[config.mk]
export PLATFORM = sky130hd
export DESIGN_NAME = seg_scan_ctrl
export DESIGN_NICKNAME = d
export VERILOG_FILES = /design/src/rtl/seg_scan_ctrl.sv
export SDC_FILE = /design/constraint.sdc
export NUM_CORES = 1
export LEC_CHECK = 0
export ABC_AREA = 1
export BUFFER_PORTS_ARGS = -buffer_cell sky130_fd_sc_hd__buf_4
export CORE_ASPECT_RATIO = 2
export CORE_MARGIN = 8
export CORE_UTILIZATION = 58
export DETAILED_ROUTE_END_ITERATION = 6
export GPL_TIMING_DRIVEN = 0
export PLACE_DENSITY = 0.89
export SLEW_MARGIN = 20
export SYNTH_ARGS = -nofsm -noshare
export SYNTH_HDL_FRONTEND = slang
export SYNTH_SLANG_ARGS = --single-unit
export TNS_END_PERCENT = 50
[constraint.sdc]
create_clock -name clk -period 2.8 [get_ports clk]
set_input_delay 0.28 -clock clk [delete_from_list [all_inputs] [get_ports clk]]
set_output_delay 0.28 -clock clk [all_outputs]
set_load 0.1 [all_outputs]
[src/rtl/seg_scan_ctrl.sv]
// Multiplexed common-anode 7-segment scan controller with a double-buffered frame, PWM dimming,
// blanking and leading-zero suppression. Define SEG_SCAN_DP_EN to add the decimal-point path.
module seg_scan_ctrl #(
    parameter int DIGITS = 8,
    parameter int DIV_W  = 15,
    parameter int PWM_W  = 4
) (
    input  logic                  clk,
    input  logic                  rst_n,
    input  logic [4*DIGITS-1:0]   data,
    input  logic [DIGITS-1:0]     blank_mask,
`ifdef SEG_SCAN_DP_EN
    input  logic [DIGITS-1:0]     dp_mask,
    output logic                  dp,
`endif
    input  logic                  load,
    input  logic                  lz_en,
    input  logic [PWM_W-1:0]      brightness,
    output logic [6:0]            seg,
    output logic [DIGITS-1:0]     an,
    output logic                  frame_done,
    output logic                  pending
);

    localparam int POS_W = (DIGITS > 1) ? $clog2(DIGITS) : 1;
    localparam logic [POS_W-1:0] LAST_POS = POS_W'(DIGITS - 1);

    function automatic logic [6:0] hex_to_seg(input logic [3:0] v);
        case (v)
            4'h0:    hex_to_seg = 7'h40;
            4'h1:    hex_to_seg = 7'h79;
            4'h2:    hex_to_seg = 7'h24;
            4'h3:    hex_to_seg = 7'h30;
            4'h4:    hex_to_seg = 7'h19;
            4'h5:    hex_to_seg = 7'h12;
            4'h6:    hex_to_seg = 7'h02;
            4'h7:    hex_to_seg = 7'h78;
            4'h8:    hex_to_seg = 7'h00;
            4'h9:    hex_to_seg = 7'h10;
            4'hA:    hex_to_seg = 7'h08;
            4'hB:    hex_to_seg = 7'h03;
            4'hC:    hex_to_seg = 7'h46;
            4'hD:    hex_to_seg = 7'h21;
            4'hE:    hex_to_seg = 7'h06;
            default: hex_to_seg = 7'h0E;
        endcase
    endfunction

    logic [DIV_W-1:0]    tick;
    logic [POS_W-1:0]    pos;
    logic [4*DIGITS-1:0] act_data;
    logic [4*DIGITS-1:0] pend_data;
    logic [DIGITS-1:0]   act_mask;
    logic [DIGITS-1:0]   pend_mask;
    logic [DIGITS-1:0]   lz_blank;
    logic [DIGITS-1:0]   sel_onehot;
    logic [3:0]          cur_nib;
    logic                cur_mask;
    logic                cur_lz;
    logic                zero_run;
    logic                tick_wrap;
    logic                boundary;
    logic                duty_on;
    logic                lit;
    logic [6:0]          seg_d;
    logic [DIGITS-1:0]   an_d;
`ifdef SEG_SCAN_DP_EN
    logic [DIGITS-1:0]   act_dp;
    logic [DIGITS-1:0]   pend_dp;
    logic                cur_dp;
    logic                dp_d;
`endif

    assign tick_wrap = &tick;
    assign boundary  = tick_wrap && (pos == LAST_POS);
    assign duty_on   = tick[DIV_W-1 -: PWM_W] < brightness;

    // A digit is a leading zero when it and every digit to its left are zero; digit 0 never is.
    always_comb begin
        lz_blank = '0;
        zero_run = 1'b1;
        for (int k = DIGITS - 1; k >= 0; k--) begin
            zero_run = zero_run && (act_data[4*k +: 4] == 4'h0);
            if (k != 0) lz_blank[k] = lz_en && zero_run;
        end
    end

    always_comb begin
        cur_nib    = 4'h0;
        cur_mask   = 1'b0;
        cur_lz     = 1'b0;
        sel_onehot = '0;
`ifdef SEG_SCAN_DP_EN
        cur_dp     = 1'b0;
`endif
        for (int k = 0; k < DIGITS; k++) begin
            if (pos == POS_W'(k)) begin
                cur_nib       = act_data[4*k +: 4];
                cur_mask      = act_mask[k];
                cur_lz        = lz_blank[k];
                sel_onehot[k] = 1'b1;
`ifdef SEG_SCAN_DP_EN
                cur_dp        = act_dp[k];
`endif
            end
        end
`ifdef SEG_SCAN_DP_EN
        // A suppressed leading zero with its point set stays lit to show just the point.
        lit   = duty_on && !cur_mask && (!cur_lz || cur_dp);
        seg_d = !lit ? 7'h7F : (cur_lz ? 7'h7F : hex_to_seg(cur_nib));
        dp_d  = lit ? !cur_dp : 1'b1;
`else
        lit   = duty_on && !cur_mask && !cur_lz;
        seg_d = lit ? hex_to_seg(cur_nib) : 7'h7F;
`endif
        an_d = lit ? ~sel_onehot : '1;
    end

    always_ff @(posedge clk) begin
        if (!rst_n) begin
            tick <= '0;
            pos  <= '0;
        end else begin
            tick <= tick + 1'b1;
            if (tick_wrap) pos <= (pos == LAST_POS) ? '0 : pos + 1'b1;
        end
    end

    // Active frame only changes at a boundary so the scan never tears; a load landing on the
    // boundary itself bypasses the pending buffer.
    always_ff @(posedge clk) begin
        if (!rst_n) begin
            act_data  <= '0;
            act_mask  <= '0;
            pend_data <= '0;
            pend_mask <= '0;
            pending   <= 1'b0;
`ifdef SEG_SCAN_DP_EN
            act_dp    <= '0;
            pend_dp   <= '0;
`endif
        end else if (boundary) begin
            if (load) begin
                act_data <= data;
                act_mask <= blank_mask;
`ifdef SEG_SCAN_DP_EN
                act_dp   <= dp_mask;
`endif
            end else if (pending) begin
                act_data <= pend_data;
                act_mask <= pend_mask;
`ifdef SEG_SCAN_DP_EN
                act_dp   <= pend_dp;
`endif
            end
            pending <= 1'b0;
        end else if (load) begin
            pend_data <= data;
            pend_mask <= blank_mask;
`ifdef SEG_SCAN_DP_EN
            pend_dp   <= dp_mask;
`endif
            pending   <= 1'b1;
        end
    end

    always_ff @(posedge clk) begin
        if (!rst_n) begin
            seg        <= 7'h7F;
            an         <= '1;
            frame_done <= 1'b0;
`ifdef SEG_SCAN_DP_EN
            dp         <= 1'b1;
`endif
        end else begin
            seg        <= seg_d;
            an         <= an_d;
            frame_done <= boundary;
`ifdef SEG_SCAN_DP_EN
            dp         <= dp_d;
`endif
        end
    end

endmodule
# After elaboration in Yosys (flattened, before gate mapping)
# Memories as Yosys holds them, arrays and structs flattened. A register that Yosys moved wholly into a read port is not among the register bits.
# Cells that the tools add are included.
dict set report op_classes {
  muxes 36
  n_reduce_logical 33
  multipliers 0
  shift 0
  magnitude_cmp 1
  n_bitwise 3
  eq_ne 7
  div_mod_pow 0
  n_addsub 2
}
# operator count
set op_table {}
lappend op_table {{two-way mux 32 bit} 2}
lappend op_table {{two-way mux 4 bit} 8}
lappend op_table {{zero test 4 bit} 7}
lappend op_table {{two-way mux 1 bit} 23}
lappend op_table {{logical AND 1 bit} 16}
lappend op_table {{two-way mux 8 bit} 2}
lappend op_table {{adder 15 x 1 -> 15 bit (second input constant)} 1}
lappend op_table {{AND reduction 15 bit} 1}
lappend op_table {{== test 3 bit (second input constant)} 4}
lappend op_table {{NOT 8 bit} 1}
lappend op_table {{== test 3 x 2 -> 1 bit (second input constant)} 2}
lappend op_table {{AND reduction 2 bit} 3}
lappend op_table {{less-than comparator 4 bit} 1}
lappend op_table {{adder 3 x 1 -> 3 bit (second input constant)} 1}
lappend op_table {{== test 3 x 1 -> 1 bit (second input constant)} 1}
lappend op_table {{zero test 1 bit} 3}
lappend op_table {{zero test 3 bit} 1}
lappend op_table {{two-way mux 3 bit} 1}
lappend op_table {{NOT 1 bit} 2}
lappend op_table {{nonzero test 2 bit} 1}
lappend op_table {{OR reduction 2 bit} 1}
dict set report totals {
  out_inout_bits 17
  mem_bits_rw 0
  mem_bits_ro 112
  n_memories 1
  register_bits 108
  latchBits 0
  inputBits 48
}
# name words width read_ports rd_clocked_by_memory_dff wr line
set memory_table {}
lappend memory_table {{(no name shown)} 16 7 1 1 0 29} ;# case (v)

# Longest topological paths before layout
dict set report depth {
  word_depth 19
  depth_mapped 21
}

# Least setup slack after synthesis
# No wires, ideal clock.
dict set report synth_path {
  kind {register to register}
  start {register pos[1]}
  end {register seg[1]}
  setup_time_ns 0.116
  path_stages_with_launch 21
  t_arrival_ns 1.995
  synth_period_minus_slack_ns 2.111
  slack_ns 0.689
  t_required_ns 2.684
  path_cell_list {dfxtp_1 inv_1 ha_1 inv_1 nor2_2 nand2_1 nand2_1 nand2_1 nand2_1 nand2_1 nand2_1 nand2_1 nand2_1 nand2_1 nand2_1 inv_1 ha_1 nand2_1 nand2_1 nand2_1 nand2_1}
}
dict set report synth_via {
  elab_chain_len 14
  elab_cells_between_ends 37
  classes_between {eq/ne: 7; mux: 23; reduce/logical: 7}
}
# element line
set synth_rtl {}
lappend synth_rtl {{from (decl)} 50} ;# logic [POS_W-1:0] pos;
lappend synth_rtl {{from (signal assigned)} 125} ;# if (tick_wrap) pos <= (pos == LAST_POS) ? '0 : pos + 1'b1;
lappend synth_rtl {{zero test 3 bit} 97} ;# if (pos == POS_W'(k)) begin
lappend synth_rtl {{two-way mux 1 bit (8 in a row)} 97}
lappend synth_rtl {{zero test 1 bit} 113} ;# lit = duty_on && !cur_mask && !cur_lz;
lappend synth_rtl {{logical AND 1 bit (2 in a row)} 113}
lappend synth_rtl {{AND reduction 2 bit (no source line)} n/a}
lappend synth_rtl {{zero test 1 bit (no source line)} n/a}
lappend synth_rtl {{to (decl)} 19} ;# output logic [6:0] seg,
# Parallel ways exist; a longest one is shown, timed or not.
# A chain may end at the register's enable or synchronous reset.

# Worst setup path after layout
dict set report layout_path {
  start {register pos[0]}
  end {register seg[1]}
}
# Same word-level chain as after synthesis.

==> summary.md <==
| Metric | Value |
|---|---|
| Switching Power | `1020 uW` |
| Min-Delay Path Depth | `3` |
| Cell area after synthesis | `5620 um^2` |
| Clock power share | `49.7%` |
| Antenna Nets Post-Route | `0` |
| Worst-Skew Late Latency | `0.43 ns` |
| FF+latch count, synth | `115` |
| Share of flip-flops with an asynchronous set or reset | `0%` |
| Hold EP | `pend_mask[0]` |
| Measured slew at the worst slew-check pin | `0.694 ns` |
| R2r setup slk | `0.25 ns` |
| Die area | `13,300 um^2` |
| Area added between synthesis and finish | `20.8%` |
| Critical path type | `register to register` |
| Wire per inst | `15.0 um` |
| Skew final | `0.00978 ns` |
| FF-to-FF End | `seg[1]` |
| Clock tree sinks | `115` |
| Final setup viols | `0` |
| Initial core utilization | `58.7%` |
| Total grt overflow | `0` |
| Top-count cell post-synth | `nand2_1` |
| CP endpoint kind | `register` |
| Top delay family on crit path | `simple AND/OR/NAND/NOR gates` |
| Routability cong. | `0.951` |
| Cell Int Power | `3080 uW` |
| WP buf/inv | `3` |
| First-pass GRT wire length | `25,000 um` |
| Root buf cell | `clkbuf_16` |
| R2r startpoint | `pos[0]` |
| Most frequent cells after synthesis | `187 x nand2_1, 115 x dfxtp_1, 113 x inv_1, 97 x o21ai_0, 76 x nor2_1` |
| CP peak stage delay | `0.42 ns` |
| Fill cells | `762` |
| CP cell instances | `inv_1 > ha_1 > nand2_1 > inv_1 > a21oi_1 > nand2_1 > nand2_1 > nand2_1 > nand2_1 > nand2_1 > nand2_1 > inv_1 > ha_1 > nand2_1 > nand2_1 > nand2_1 > nand2_1` |
| Die height | `155 um` |
| Min-delay src | `blank_mask[0]` |
| I/O Pins | `65` |
| Post-synth EDFFs | `0` |
| DRT Pass-1 Iters | `5` |
| R2R depth | `17` |
| Synth top area share | `40.9%` |
| PD cells | `604 nW/um^2` |
| Hold buffers post-CTS | `0` |
| Peak supply drop | `479 uV` |
| Port Buf Inserts | `62` |
| Setup TNS | `0 ns` |
| Number of remaining DRC errors | `0` |
| Fin crit share | `91.1%` |
| Initial antenna violation count | `0` |
| WP data required | `3.11 ns` |
| Hold crit path type | `input pin to register` |
| Detailed Place HPWL | `10,800 um` |
| Fin. max-slew vios | `0` |
| Vias | `5,652` |
| Vias per cell | `5.57` |
| Chip width | `85.6 um` |
| Slowest CP cell | `dfxtp_1` |
| RSZ-0062 raised after global routing | `no` |
| Share of layout cells above drive strength 1 | `13.8%` |
| N_diodes | `0` |
| CTS tree | `done` |
| CP startpoint kind | `register` |
| Combinational Power Share | `8.8%` |
| CTS buffer count | `17` |
| Slew Limit Headroom | `53.7%` |
| Max cap viols | `0` |
| Largest net degree at the start of global routing | `17` |
| Post-synth top flop | `dfxtp_1` |
| Sw Share | `24.9%` |
| Leak Pwr | `0.00304 uW` |
| Crit Path Max Fanout | `7` |
| Gate Count Post-Synth | `814` |
| Vias in the first global route | `5,571` |
| Post-Syn Nets | `877` |
| DRT Wirelength | `15,200 um` |
| CTS max path bufs | `2` |
| Sequential area share after synthesis | `40.9%` |
| Fmax | `0.392 GHz` |
| Iter 0 DRT Violations | `465` |
| Outcome | `finished, final reports clean` |
| Min cycle time layout | `2.55 ns` |
| Reg clk slew, reported paths | `0.06 ns` |
| Ys Warns | `0` |
| Worst EP arrival | `2.86 ns` |
| Share of power burned in registers | `41.5%` |
| Nets@finish | `958` |
| Hold Violations, Final | `0` |
| Mean post-synth cell area | `6.91 um^2` |
| Synth area leaders | `dfxtp_1 41%, nand2_1 12%, o21ai_0 8.6%, inv_1 7.5%, a21oi_1 5.2%` |
| Synth cell types | `32` |
| Core ar. | `9570 um^2` |
| Cell taking the most area after synthesis | `dfxtp_1` |
| Total power | `4100 uW` |
| Row count | `51` |
| Levels on crit path | `17` |
| Most frequent CP cell | `nand2_1` |
| H-tree levels | `4` |
| Total GRT Usage | `23.6%` |
-- power groups by stage --
stage | sequential [uW] | combinational, uW | clock, uW
after floorplan | 1790 | 168 | 0
after global placement | 1740 | 340 | 0
after detailed placement | 1740 | 351 | 0
after CTS | 1710 | 356 | 2040
after global routing | 1710 | 395 | 2120
final | 1710 | 359 | 2040
-- registers in the layout, indices dropped and copies added, names as in the netlist --
name,count
pend_mask,8
pend_data,32
tick,15
seg,7
pending,1
pos,3
an,8
frame_done,1
act_mask,8
act_data,32
-- worst reg2reg max path, cell delays in order, from the launching register on --
cell	delay, ns
dfxtp_1	0.42
inv_1	0.09
ha_1	0.22
nand2_1	0.19
inv_1	0.17
a21oi_1	0.15
nand2_1	0.07
nand2_1	0.06
nand2_1	0.06
nand2_1	0.05
nand2_1	0.06
nand2_1	0.17
inv_1	0.10
ha_1	0.30
nand2_1	0.10
nand2_1	0.07
nand2_1	0.10
nand2_1	0.05
-- placed cells by master, fill, tap and decap left out, drive strengths merged --
| cell type | n |
|---|---|
| a21boi | 1 |
| nand2 | 191 |
| o21a | 30 |
| a21oi | 58 |
| xor2 | 2 |
| clkbuf | 41 |
| nor3 | 7 |
| nand3 | 22 |
| ha | 15 |
| dfxtp | 115 |
| nor4 | 5 |
| a211oi | 1 |
| nor2 | 81 |
| bufinv | 1 |
| nand4 | 14 |
| o21ai | 111 |
| a31oi | 2 |
| clkinv | 6 |
| xnor2 | 1 |
| nor3b | 2 |
| buf | 84 |
| inv | 114 |
| nand3b | 1 |
| clkinvlp | 3 |
-- how the worst max path moves through the flow --
stage / startpoint / to / slack [ns]
after floorplan: pos[1] / seg[1] / 0.69
after global placement: pos[0] / seg[3] / 0.31
after detailed placement: pos[1] / seg[1] / 0.23
after CTS: pos[1] / seg[1] / 0.16
after global routing: pos[0] / seg[1] / 0.04
final: pos[0] / seg[1] / 0.25
-- cells by family (layout without fill, tap and decap cells) --
kind of cell	count (synthesis)	in the layout	synth area share [%]
AOI/OAI and AO/OA	203	203	19.5
xor gates and xnor gates	3	3	0.467
adders and majority gates	15	15	3.34
buffers and inverters	155	249	11.2
DFF	115	115	40.9
and+or+nand+nor	323	323	24.5
-- repair_timing --
item	CTS	global route
setup buffers	0	0
setup endpoints to repair	0	4
gates resized for setup	0	5
-- metrics by stage --
step / setup slack (ns) / hold WS [ns] / std cells / util, % / area (um^2)
floorplan: 0.689 / 0.418 / 814 / - / 5620
global placement: 0.310 / 0.430 / 982 / 65.0 / 6220
detailed placement: 0.228 / 0.463 / 982 / 65.0 / 6220
CTS: 0.159 / 0.100 / 1014 / 70.8 / 6780
global route: 0.0392 / 0.122 / 1014 / 71.0 / 6790
finish: 0.249 / 0.105 / 1014 / 71.0 / 6790
-- final cells by class --
cell class / instances / area (um^2) / area share (%)
multi-input combinational: 544 / 2700 / 39.8
inverter: 114 / 428 / 6.30
tap: 106 / 133 / 1.95
buffer: 41 / 203 / 2.98
clock inverter: 10 / 82.6 / 1.22
timing repair buffer: 62 / 465 / 6.85
clock buffer: 22 / 474 / 6.98
sequential: 115 / 2300 / 33.9
-- metal layers --
metal | track usage, % | wire [um] | vias up
li1 | - | - | 2755
met1 | 24.2 | 5820 | 2561
met2 | 40.7 | 7650 | 263
met3 | 6.08 | 918 | 73
met4 | 15.8 | 790 | 0
met5 | 0 | 0 | -
(Power assumes the default switching activity.)
